<file path="src/rtl/block_plotter_pkg.sv">
`default_nettype none
// ============================================================================
//  Module      : blk_pkg
//  Description : Shared state encoding, default geometry and helpers for the
//                rectangular block plotter.
//  Revision    : 1.0 - initial release
// ============================================================================
package blk_pkg;

   // Plotter sequencing states
   typedef enum logic [1:0] {
      ST_IDLE = 2'd0,
      ST_DRAW = 2'd1,
      ST_DONE = 2'd2
   } blk_state_e;

   // Default screen and block geometry
   localparam int c_DEF_X_W      = 8;
   localparam int c_DEF_Y_W      = 7;
   localparam int c_DEF_C_W      = 3;
   localparam int c_DEF_SCREEN_W = 160;
   localparam int c_DEF_SCREEN_H = 120;
   localparam int c_DEF_BLK_W    = 4;
   localparam int c_DEF_BLK_H    = 4;

   // Counter width able to hold 0..n-1, never narrower than one bit
   function automatic int cnt_width(input int n);
      return (n > 1) ? $clog2(n) : 1;
   endfunction

endpackage : blk_pkg
`default_nettype wire

</file>
<file path="src/rtl/block_plotter_xy_scan_counter.sv">
`default_nettype none
// ============================================================================
//  Module      : xy_scan_counter
//  Description : Row-major column/row counter for a BLK_W x BLK_H block scan.
//                last flags the final pixel of the block.
//  Revision    : 1.0 - initial release
// ============================================================================
module xy_scan_counter
   import blk_pkg::*;
#(
   parameter int BLK_W = c_DEF_BLK_W,
   parameter int BLK_H = c_DEF_BLK_H,
   localparam int CX_W = cnt_width(BLK_W),
   localparam int CY_W = cnt_width(BLK_H)
) (
   input  logic            clk,
   input  logic            resetn,
   input  logic            clr,
   input  logic            en,
   output logic [CX_W-1:0] cx,
   output logic [CY_W-1:0] cy,
   output logic            last
);

   localparam logic [CX_W-1:0] c_CX_MAX = CX_W'(BLK_W - 1);
   localparam logic [CY_W-1:0] c_CY_MAX = CY_W'(BLK_H - 1);

   logic [CX_W-1:0] r_cx;
   logic [CY_W-1:0] r_cy;
   logic            w_row_end;

   assign w_row_end = (r_cx == c_CX_MAX);

   // Advance column first, wrapping into the next row at the row end
   always_ff @(posedge clk) begin
      if (!resetn) begin
         r_cx <= '0;
         r_cy <= '0;
      end else if (clr) begin
         r_cx <= '0;
         r_cy <= '0;
      end else if (en) begin
         if (w_row_end) begin
            r_cx <= '0;
            r_cy <= r_cy + CY_W'(1);
         end else begin
            r_cx <= r_cx + CX_W'(1);
         end
      end
   end

   assign cx   = r_cx;
   assign cy   = r_cy;
   assign last = w_row_end && (r_cy == c_CY_MAX);

endmodule : xy_scan_counter
`default_nettype wire

</file>
<file path="src/rtl/block_plotter.sv">
`default_nettype none
// ============================================================================
//  Module      : block_plotter
//  Description : Rectangular block rasteriser. Latches origin/colour/mode on
//                start, emits one clipped pixel per clock in row-major order,
//                then pulses done and publishes the covered column span.
//  Revision    : 1.0 - initial release
// ============================================================================
module block_plotter
   import blk_pkg::*;
#(
   parameter int X_W       = c_DEF_X_W,
   parameter int Y_W       = c_DEF_Y_W,
   parameter int C_W       = c_DEF_C_W,
   parameter int BLK_W     = c_DEF_BLK_W,
   parameter int BLK_H     = c_DEF_BLK_H,
   parameter int SCREEN_W  = c_DEF_SCREEN_W,
   parameter int SCREEN_H  = c_DEF_SCREEN_H,
   parameter int BG_COLOUR = 0
) (
   input  logic           clk,
   input  logic           resetn,
   input  logic           start,
   input  logic           erase,
   input  logic [X_W-1:0] x_in,
   input  logic [Y_W-1:0] y_in,
   input  logic [C_W-1:0] colour_in,
   output logic [X_W-1:0] x_out,
   output logic [Y_W-1:0] y_out,
   output logic [C_W-1:0] colour_out,
   output logic           plot,
   output logic           busy,
   output logic           done,
   output logic [X_W:0]   span_start,
   output logic [X_W:0]   span_end
);

   localparam int CX_W = cnt_width(BLK_W);
   localparam int CY_W = cnt_width(BLK_H);

   localparam logic [1:0] S_IDLE = ST_IDLE;
   localparam logic [1:0] S_DRAW = ST_DRAW;
   localparam logic [1:0] S_DONE = ST_DONE;

   logic [1:0]     r_state;
   logic [X_W-1:0] r_x0;
   logic [Y_W-1:0] r_y0;
   logic [C_W-1:0] r_colour;
   logic           r_erase;
   logic [X_W:0]   r_span_start;
   logic [X_W:0]   r_span_end;

   logic [CX_W-1:0] w_cx;
   logic [CY_W-1:0] w_cy;
   logic            w_last;
   logic            w_accept;
   logic            w_drawing;
   logic [X_W:0]    w_sum_x;
   logic [Y_W:0]    w_sum_y;
   logic            w_clipped;

   assign w_accept  = (r_state == S_IDLE) && start;
   assign w_drawing = (r_state == S_DRAW);

   xy_scan_counter #(
      .BLK_W (BLK_W),
      .BLK_H (BLK_H)
   ) u_scan (
      .clk    (clk),
      .resetn (resetn),
      .clr    (w_accept),
      .en     (w_drawing),
      .cx     (w_cx),
      .cy     (w_cy),
      .last   (w_last)
   );

   // Sequencing, input latching on accept and span publication on completion
   always_ff @(posedge clk) begin
      if (!resetn) begin
         r_state      <= S_IDLE;
         r_x0         <= '0;
         r_y0         <= '0;
         r_colour     <= '0;
         r_erase      <= 1'b0;
         r_span_start <= '0;
         r_span_end   <= '0;
      end else begin
         case (r_state)
            S_IDLE: begin
               if (start) begin
                  r_x0     <= x_in;
                  r_y0     <= y_in;
                  r_colour <= colour_in;
                  r_erase  <= erase;
                  r_state  <= S_DRAW;
               end
            end
            S_DRAW: begin
               if (w_last) begin
                  r_state <= S_DONE;
               end
            end
            S_DONE: begin
               r_span_start <= {1'b0, r_x0};
               r_span_end   <= {1'b0, r_x0} + (X_W+1)'(BLK_W - 1);
               r_state      <= S_IDLE;
            end
            default: begin
               r_state <= S_IDLE;
            end
         endcase
      end
   end

   // Sums kept one bit wider so off-screen pixels are clipped instead of wrapping
   assign w_sum_x   = {1'b0, r_x0} + (X_W+1)'(w_cx);
   assign w_sum_y   = {1'b0, r_y0} + (Y_W+1)'(w_cy);
   assign w_clipped = (w_sum_x >= (X_W+1)'(SCREEN_W)) || (w_sum_y >= (Y_W+1)'(SCREEN_H));

   assign x_out      = w_sum_x[X_W-1:0];
   assign y_out      = w_sum_y[Y_W-1:0];
   assign colour_out = r_erase ? C_W'(BG_COLOUR) : r_colour;
   assign plot       = w_drawing && !w_clipped;
   assign busy       = (r_state != S_IDLE);
   assign done       = (r_state == S_DONE);
   assign span_start = r_span_start;
   assign span_end   = r_span_end;

endmodule : block_plotter
`default_nettype wire

</file>
<file path="config.mk">
export PLATFORM = sky130hd
export DESIGN_NAME = block_plotter
export DESIGN_NICKNAME = d
export VERILOG_FILES = /design/src/rtl/block_plotter_pkg.sv /design/src/rtl/block_plotter_xy_scan_counter.sv /design/src/rtl/block_plotter.sv
export SDC_FILE = /design/constraint.sdc
export NUM_CORES = 1
export LEC_CHECK = 0
export BUFFER_PORTS_ARGS = -buffer_cell sky130_fd_sc_hd__buf_2
export CORE_UTILIZATION = 48
export CTS_BUF_LIST = sky130_fd_sc_hd__clkbuf_4 sky130_fd_sc_hd__clkbuf_8
export DETAILED_ROUTE_END_ITERATION = 7
export GPL_TIMING_DRIVEN = 1
export PLACE_DENSITY = 0.78
export SLEW_MARGIN = 20
export SYNTH_ARGS = -nofsm -noshare
export SYNTH_HDL_FRONTEND = slang
export SYNTH_HIERARCHICAL = 1
export SYNTH_SLANG_ARGS = --single-unit
</file>
<file path="constraint.sdc">
create_clock -name clk -period 1.6 [get_ports clk]
set_input_delay 0 -clock clk [delete_from_list [all_inputs] [get_ports clk]]
set_output_delay 0 -clock clk [all_outputs]
set_load 0.05 [all_outputs]
</file>
# Word level (Yosys, flattened, before mapping)
# Cells that the tools add are included.
# word_totals
regBits,42
in_bits,22
out_inout_bits,39
word_cells,39
# classes
n_addsub,5
n_lt_le_gt_ge,2
eq_ne,6
n_mux,5
n_bitwise,1
reduce_logical,11
# ops
op,count
$add 8x2->9,1
$add 8x2->9 const B,1
$ge 9x8->1 const B,1
$add 7x2->8,1
$ge 8x7->1 const B,1
$eq 2x2->1 const B,3
$mux 2,3
$reduce_and 2->1,3
$add 2x1->2 const B,2
$pmux 2 s2,1
$logic_and 1x1->1,3
$mux 3,1
$eq 2x1->1 const B,1
$logic_not 2->1,1
$ne 2x1->1 const B,1
$ne 2x2->1 const B,1
$reduce_bool 2->1,1
$reduce_or 2->1,1
$logic_not 1->1,1
$logic_or 1x1->1,1
$not 1->1,1

# Longest topological paths before layout
# depth
word_depth,5
depth_mapped,7
mapped_depth_nobuf,7

# By module
# Netlist, hierarchy kept.
# modules_own_cells
mod,n_inst,cells_each,area_per_inst_um2,seq_area_each_um2
block_plotter,1,232,1864.3,760.7
xy_scan_counter,1,19,197.7,80.1

# Worst setup path after synthesis
# Ideal clock, no wire load.
# synth_timing
kind,reg-to-output
from,reg u_scan.r_cy[0] (netlist: u_scan/cy[0])
to,out plot
t_arrival_ps,2570
t_required_ps,1600
setup_slack_ps,-970
stages_incl_launch_ff,8
n_path_buf,0
path_cell_list,dfxtp_1 > ha_1 > inv_1 > fa_1 > nand3b_1 > xnor2_1 > nor2b_1 > a221oi_2
# synth_between
elab_chain_len,5
# synth_lines
element,line,text
from (decl),block_plotter_xy_scan_counter.sv:29,logic [CY_W-1:0] r_cy;
from (signal assigned),block_plotter_xy_scan_counter.sv:45,r_cy <= r_cy + CY_W'(1);
$add 7x2->8,block_plotter.sv:118,"assign w_sum_y = {1'b0, r_y0} + (Y_W+1)'(w_cy);"
net y_out[4],block_plotter.sv:29,"output logic [Y_W-1:0] y_out,"
$ge 8x7->1,block_plotter.sv:119,assign w_clipped = (w_sum_x >= (X_W+1)'(SCREEN_W)) || (w_sum_y >= (Y_W+1)'(SCREEN_H));
$logic_or 1x1->1,block_plotter.sv:119,
$logic_not 1->1,block_plotter.sv:124,assign plot = w_drawing && !w_clipped;
$logic_and 1x1->1,block_plotter.sv:124,
to (decl),block_plotter.sv:31,"output logic plot,"
# The timed path passes the listed nets, and every way through them passes these cells.

# Worst setup path in the final report
# layout_timing
from,reg u_scan.r_cy[0] (netlist: u_scan/cy[0])
to,out plot
# layout_between
elab_chain_len,5
# layout_lines
element,line
$add 7x2->8,block_plotter.sv:118
$ge 8x7->1,block_plotter.sv:119
$logic_or 1x1->1,block_plotter.sv:119
$logic_not 1->1,block_plotter.sv:124
$logic_and 1x1->1,block_plotter.sv:124
# No other way between the ends.

==> key figures <==
Run status
  • Result of the run: finished, violations left
  • Violated checks: negative setup slack

Synthesis
  • Biggest area consumer among synthesized cells: sky130_fd_sc_hd__dfxtp_1
  • Most numerous cell types in the synthesized netlist: sky130_fd_sc_hd__nand2_1, sky130_fd_sc_hd__dfxtp_1, sky130_fd_sc_hd__a21oi_1
  • Most numerous cell in the Yosys netlist: sky130_fd_sc_hd__nand2_1
  • Number of different library cells in the post-synthesis netlist: 42
  • Net Count, Synth: 282
  • Number of enable flip-flop cells after synthesis: 0
  • Mean post-synth cell area: ~8 sq um
  • Proportion of register bits with asynchronous set or reset after synthesis: 0
  • Register area share after synthesis: 0.408
  • Main area contributors after synthesis: sky130_fd_sc_hd__dfxtp_1, sky130_fd_sc_hd__nand2_1, sky130_fd_sc_hd__a21oi_1
  • Syn Std Cell Area: 2060 sq um
  • Cells after synthesis: 251
  • Share of Yosys cell area claimed by the top area cell type: 0.408
  • Yosys synthesis warning count: 6
  • Flip-flop and latch count after synthesis: 42
  • Most instantiated flip-flop cell in the synthesis netlist: sky130_fd_sc_hd__dfxtp_1

Worst setup path
  • Cells on worst reg2reg path: 6
  • Kind of critical path: flip-flop to output port
  • Reg2reg start: r_x0[1]$_SDFFE_PN0P_
  • Critical path capture point type: output port
  • Startpoint kind of the worst setup timing path: flip-flop
  • Signal arrival time at the worst endpoint: roughly 2.3 ns
  • Required arrival time at the worst endpoint: 1.60 ns
  • Biggest fanout along the worst timing path: 2
  • Crit path launch: u_scan/cy[0]$_SDFFE_PP0P_

STA
  • Min Clock Period, post-route: 2.27 ns
  • Fin Clk Skew: 0.00676 ns
  • Setup tns final: -3.08 ns
  • Setup slack of the critical path after layout: -0.666 ns
  • Unrepaired setup endpoints after global routing: true
  • Period utilization: 1.42
  • Highest attainable clock frequency: 441 MHz
  • # setup viols final: 11
  • Slew Viols, Final: 0
  • Final number of hold-violating endpoints: 0

Min path
  • Hold Path Stages: 5
  • Hold crit path type: input pin to flip-flop
  • HP Start: start

Clocking
  • Clock network latency to the later pin of the worst-skew pair: 0.30 ns
  • Max clock buf depth: 2
  • Clock-pin slew reported for the worst setup and hold paths after clock tree synthesis: 0.07 ns
  • Maximum level of the CTS H-tree: 2
  • Clock net sink count: 42
  • Number of CTS-inserted buffers: 5
  • Root Buffer Master: sky130_fd_sc_hd__clkbuf_8
  • TritonCTS clock tree: yes

Final layout
  • Total area of multi-input combinational cells: 1300 sq um
  • Summed area of non-filler cells in the final layout: 3240 sq um
  • Net total in the final layout: 391
  • Area growth syn-to-layout: 57.0%
  • Final Util: 0.798
  • Proportion of layout cells with a drive suffix above 1: 0.410
  • Count of inserted antenna diode cells: 0
  • Final non-filler cell total: 411
  • Filler cells: 254
  • Area occupied by registers: 852 sq um

Floorplanning
  • Die H: around 68 um
  • Effective utilization at floorplan: 0.508
  • Horiz. Die Dim: 67.5 um
  • Placeable core area: about 4100 sq um
  • Row count: 23
  • Die area: 4560 sq um
  • Io pins: 61

Routing
  • Number of vias after detailed routing: 2092
  • Pre-Repair DR Iteration Count: 5
  • Routed WL: 5.79 mm
  • Number of DRC markers in iteration 0: 102
  • Final ANT Viol Nets: 0
  • Routed length per instance: between 10 and 15 um
  • Via-per-instance ratio: ~5.1
  • Drt drc: 0

Placement
  • Total of buffers placed on input and output ports: 59
  • Placement Cell Area: 2720 sq um
  • DPL Wire Length: 3.60 mm
  • Dpl cells: 379
  • Global placement routability congestion: 0.814

Flow run
  • Max-Cap Viols: 0

Power and ir drop
  • Total power draw: 2.37 mW
  • Power density over the cells: 731 nW/um^2
  • Max VDD drop: between 0.5 and 0.6 mV
  • Leakage: 1.47 nW

GRT
  • Largest net degree at the start of global routing: 25
  • Vias in the first global route: 1924
  • Number of antenna violations at the first check in global routing: 0
  • Total Routing Usage GR: 0.270
  • First-pass GRT wire length: 9.07 mm
  • Remaining Overflow, GRT: 0
==> registers in the layout, summed over array words and instances (netlist names) <==
register    flops
u_scan/cx       2
r_erase         1
span_end        9
r_y0            7
r_x0            8
span_start      8
r_colour        3
r_state         2
u_scan/cy       2
==> final timing paths <==
kind                                    to  slack [ns]
setup / recovery                      plot       -0.67
hold / removal        r_y0[0]$_SDFFE_PN0P_        0.21
setup reg to reg  span_end[8]$_SDFFE_PN0P_        0.03
hold reg to reg   r_colour[0]$_SDFFE_PN0P_        0.45
==> report_power, final <==
group          switching, mW  total (mW)  internal (mW)
clock network          0.356       0.721          0.365
registers             0.0376        1.12           1.08
logic                  0.307       0.529          0.222
==> logic make-up (layout without fill, tap and decap cells) <==
group,after synthesis,in the layout,share of synthesized area
buffers and inverters,28,138,0.0601
adder cells (fa/ha/maj),9,9,0.0619
AO/OA/AOI/OAI,51,51,0.154
AND/OR/NAND/NOR,105,105,0.250
XOR/XNOR,14,14,0.0595
flip-flops,42,42,0.408
other,1,1,0.00182
multiplexers,1,1,0.00485
==> critical path, cell delays in order, from the launching register on <==
cell                       delay [ns]
sky130_fd_sc_hd__dfxtp_2         0.36
sky130_fd_sc_hd__ha_4            0.14
sky130_fd_sc_hd__inv_2           0.04
sky130_fd_sc_hd__fa_2            0.34
sky130_fd_sc_hd__nand3b_1        0.28
sky130_fd_sc_hd__xnor2_4         0.19
sky130_fd_sc_hd__nor2b_4         0.13
sky130_fd_sc_hd__a221oi_4        0.29
sky130_fd_sc_hd__buf_6           0.20
==> final cells by class <==
class / count / area share
repair buffers: 117 / 0.272
clock inverters: 1 / 0.00155
multi-input cells: 181 / 0.401
flip-flops and latches: 42 / 0.263
inverters: 13 / 0.0151
well taps: 50 / 0.0193
clock buffers: 7 / 0.0278
==> layer usage <==
metal  global-route usage  part of all wire  vias up
met1                0.351              0.45      987
met2                0.439              0.49       55
met4               0.0957             0.015        0
met3               0.0557             0.037       10
met5                    0                 0        -
li1                     -                 -     1040
==> metrics by stage <==
step / hold slack [ns] / setup slack (ns)
3_3_place_gp: 0.240 / -0.380
5_1_grt: 0.229 / -0.735
2_1_floorplan: 0.128 / -0.556
4_1_cts: 0.214 / -0.612
6_report: 0.214 / -0.666
3_5_place_dp: 0.248 / -0.394
==> placed cells by master (no fill, tap or decap), types with 3 or more instances in the layout <==
cell type                       count
sky130_fd_sc_hd__ha_1               3
sky130_fd_sc_hd__nor2b_1            4
sky130_fd_sc_hd__buf_8              3
sky130_fd_sc_hd__a21oi_1           34
sky130_fd_sc_hd__xor2_1             3
sky130_fd_sc_hd__a211oi_1           4
sky130_fd_sc_hd__xnor2_2            3
sky130_fd_sc_hd__xnor2_4            3
sky130_fd_sc_hd__nand3_1            3
sky130_fd_sc_hd__inv_1              9
sky130_fd_sc_hd__nand3b_1           3
sky130_fd_sc_hd__nand2_4            3
sky130_fd_sc_hd__clkbuf_8           6
sky130_fd_sc_hd__nor2_1             9
sky130_fd_sc_hd__o21ai_0            3
sky130_fd_sc_hd__dfxtp_2            9
sky130_fd_sc_hd__buf_4             34
sky130_fd_sc_hd__ha_4               4
sky130_fd_sc_hd__dfxtp_1           33
sky130_fd_sc_hd__dlygate4sd3_1     20
sky130_fd_sc_hd__buf_2             47
sky130_fd_sc_hd__nand2b_1           5
sky130_fd_sc_hd__buf_6             13
sky130_fd_sc_hd__nand2_1           62
sky130_fd_sc_hd__inv_2              3
sky130_fd_sc_hd__xnor2_1            4
==> what timing repair did <==
item / in CTS / in global routing
buffers inserted: 2 / 4
gates resized for setup: 34 / 16
endpoints found under the setup margin: 13 / 14
hold endpoints to repair: 20 / 0
hold buffers: 20 / 0
pin swaps: 11 / 7
Note: power is estimated with default switching activity, not from simulation.
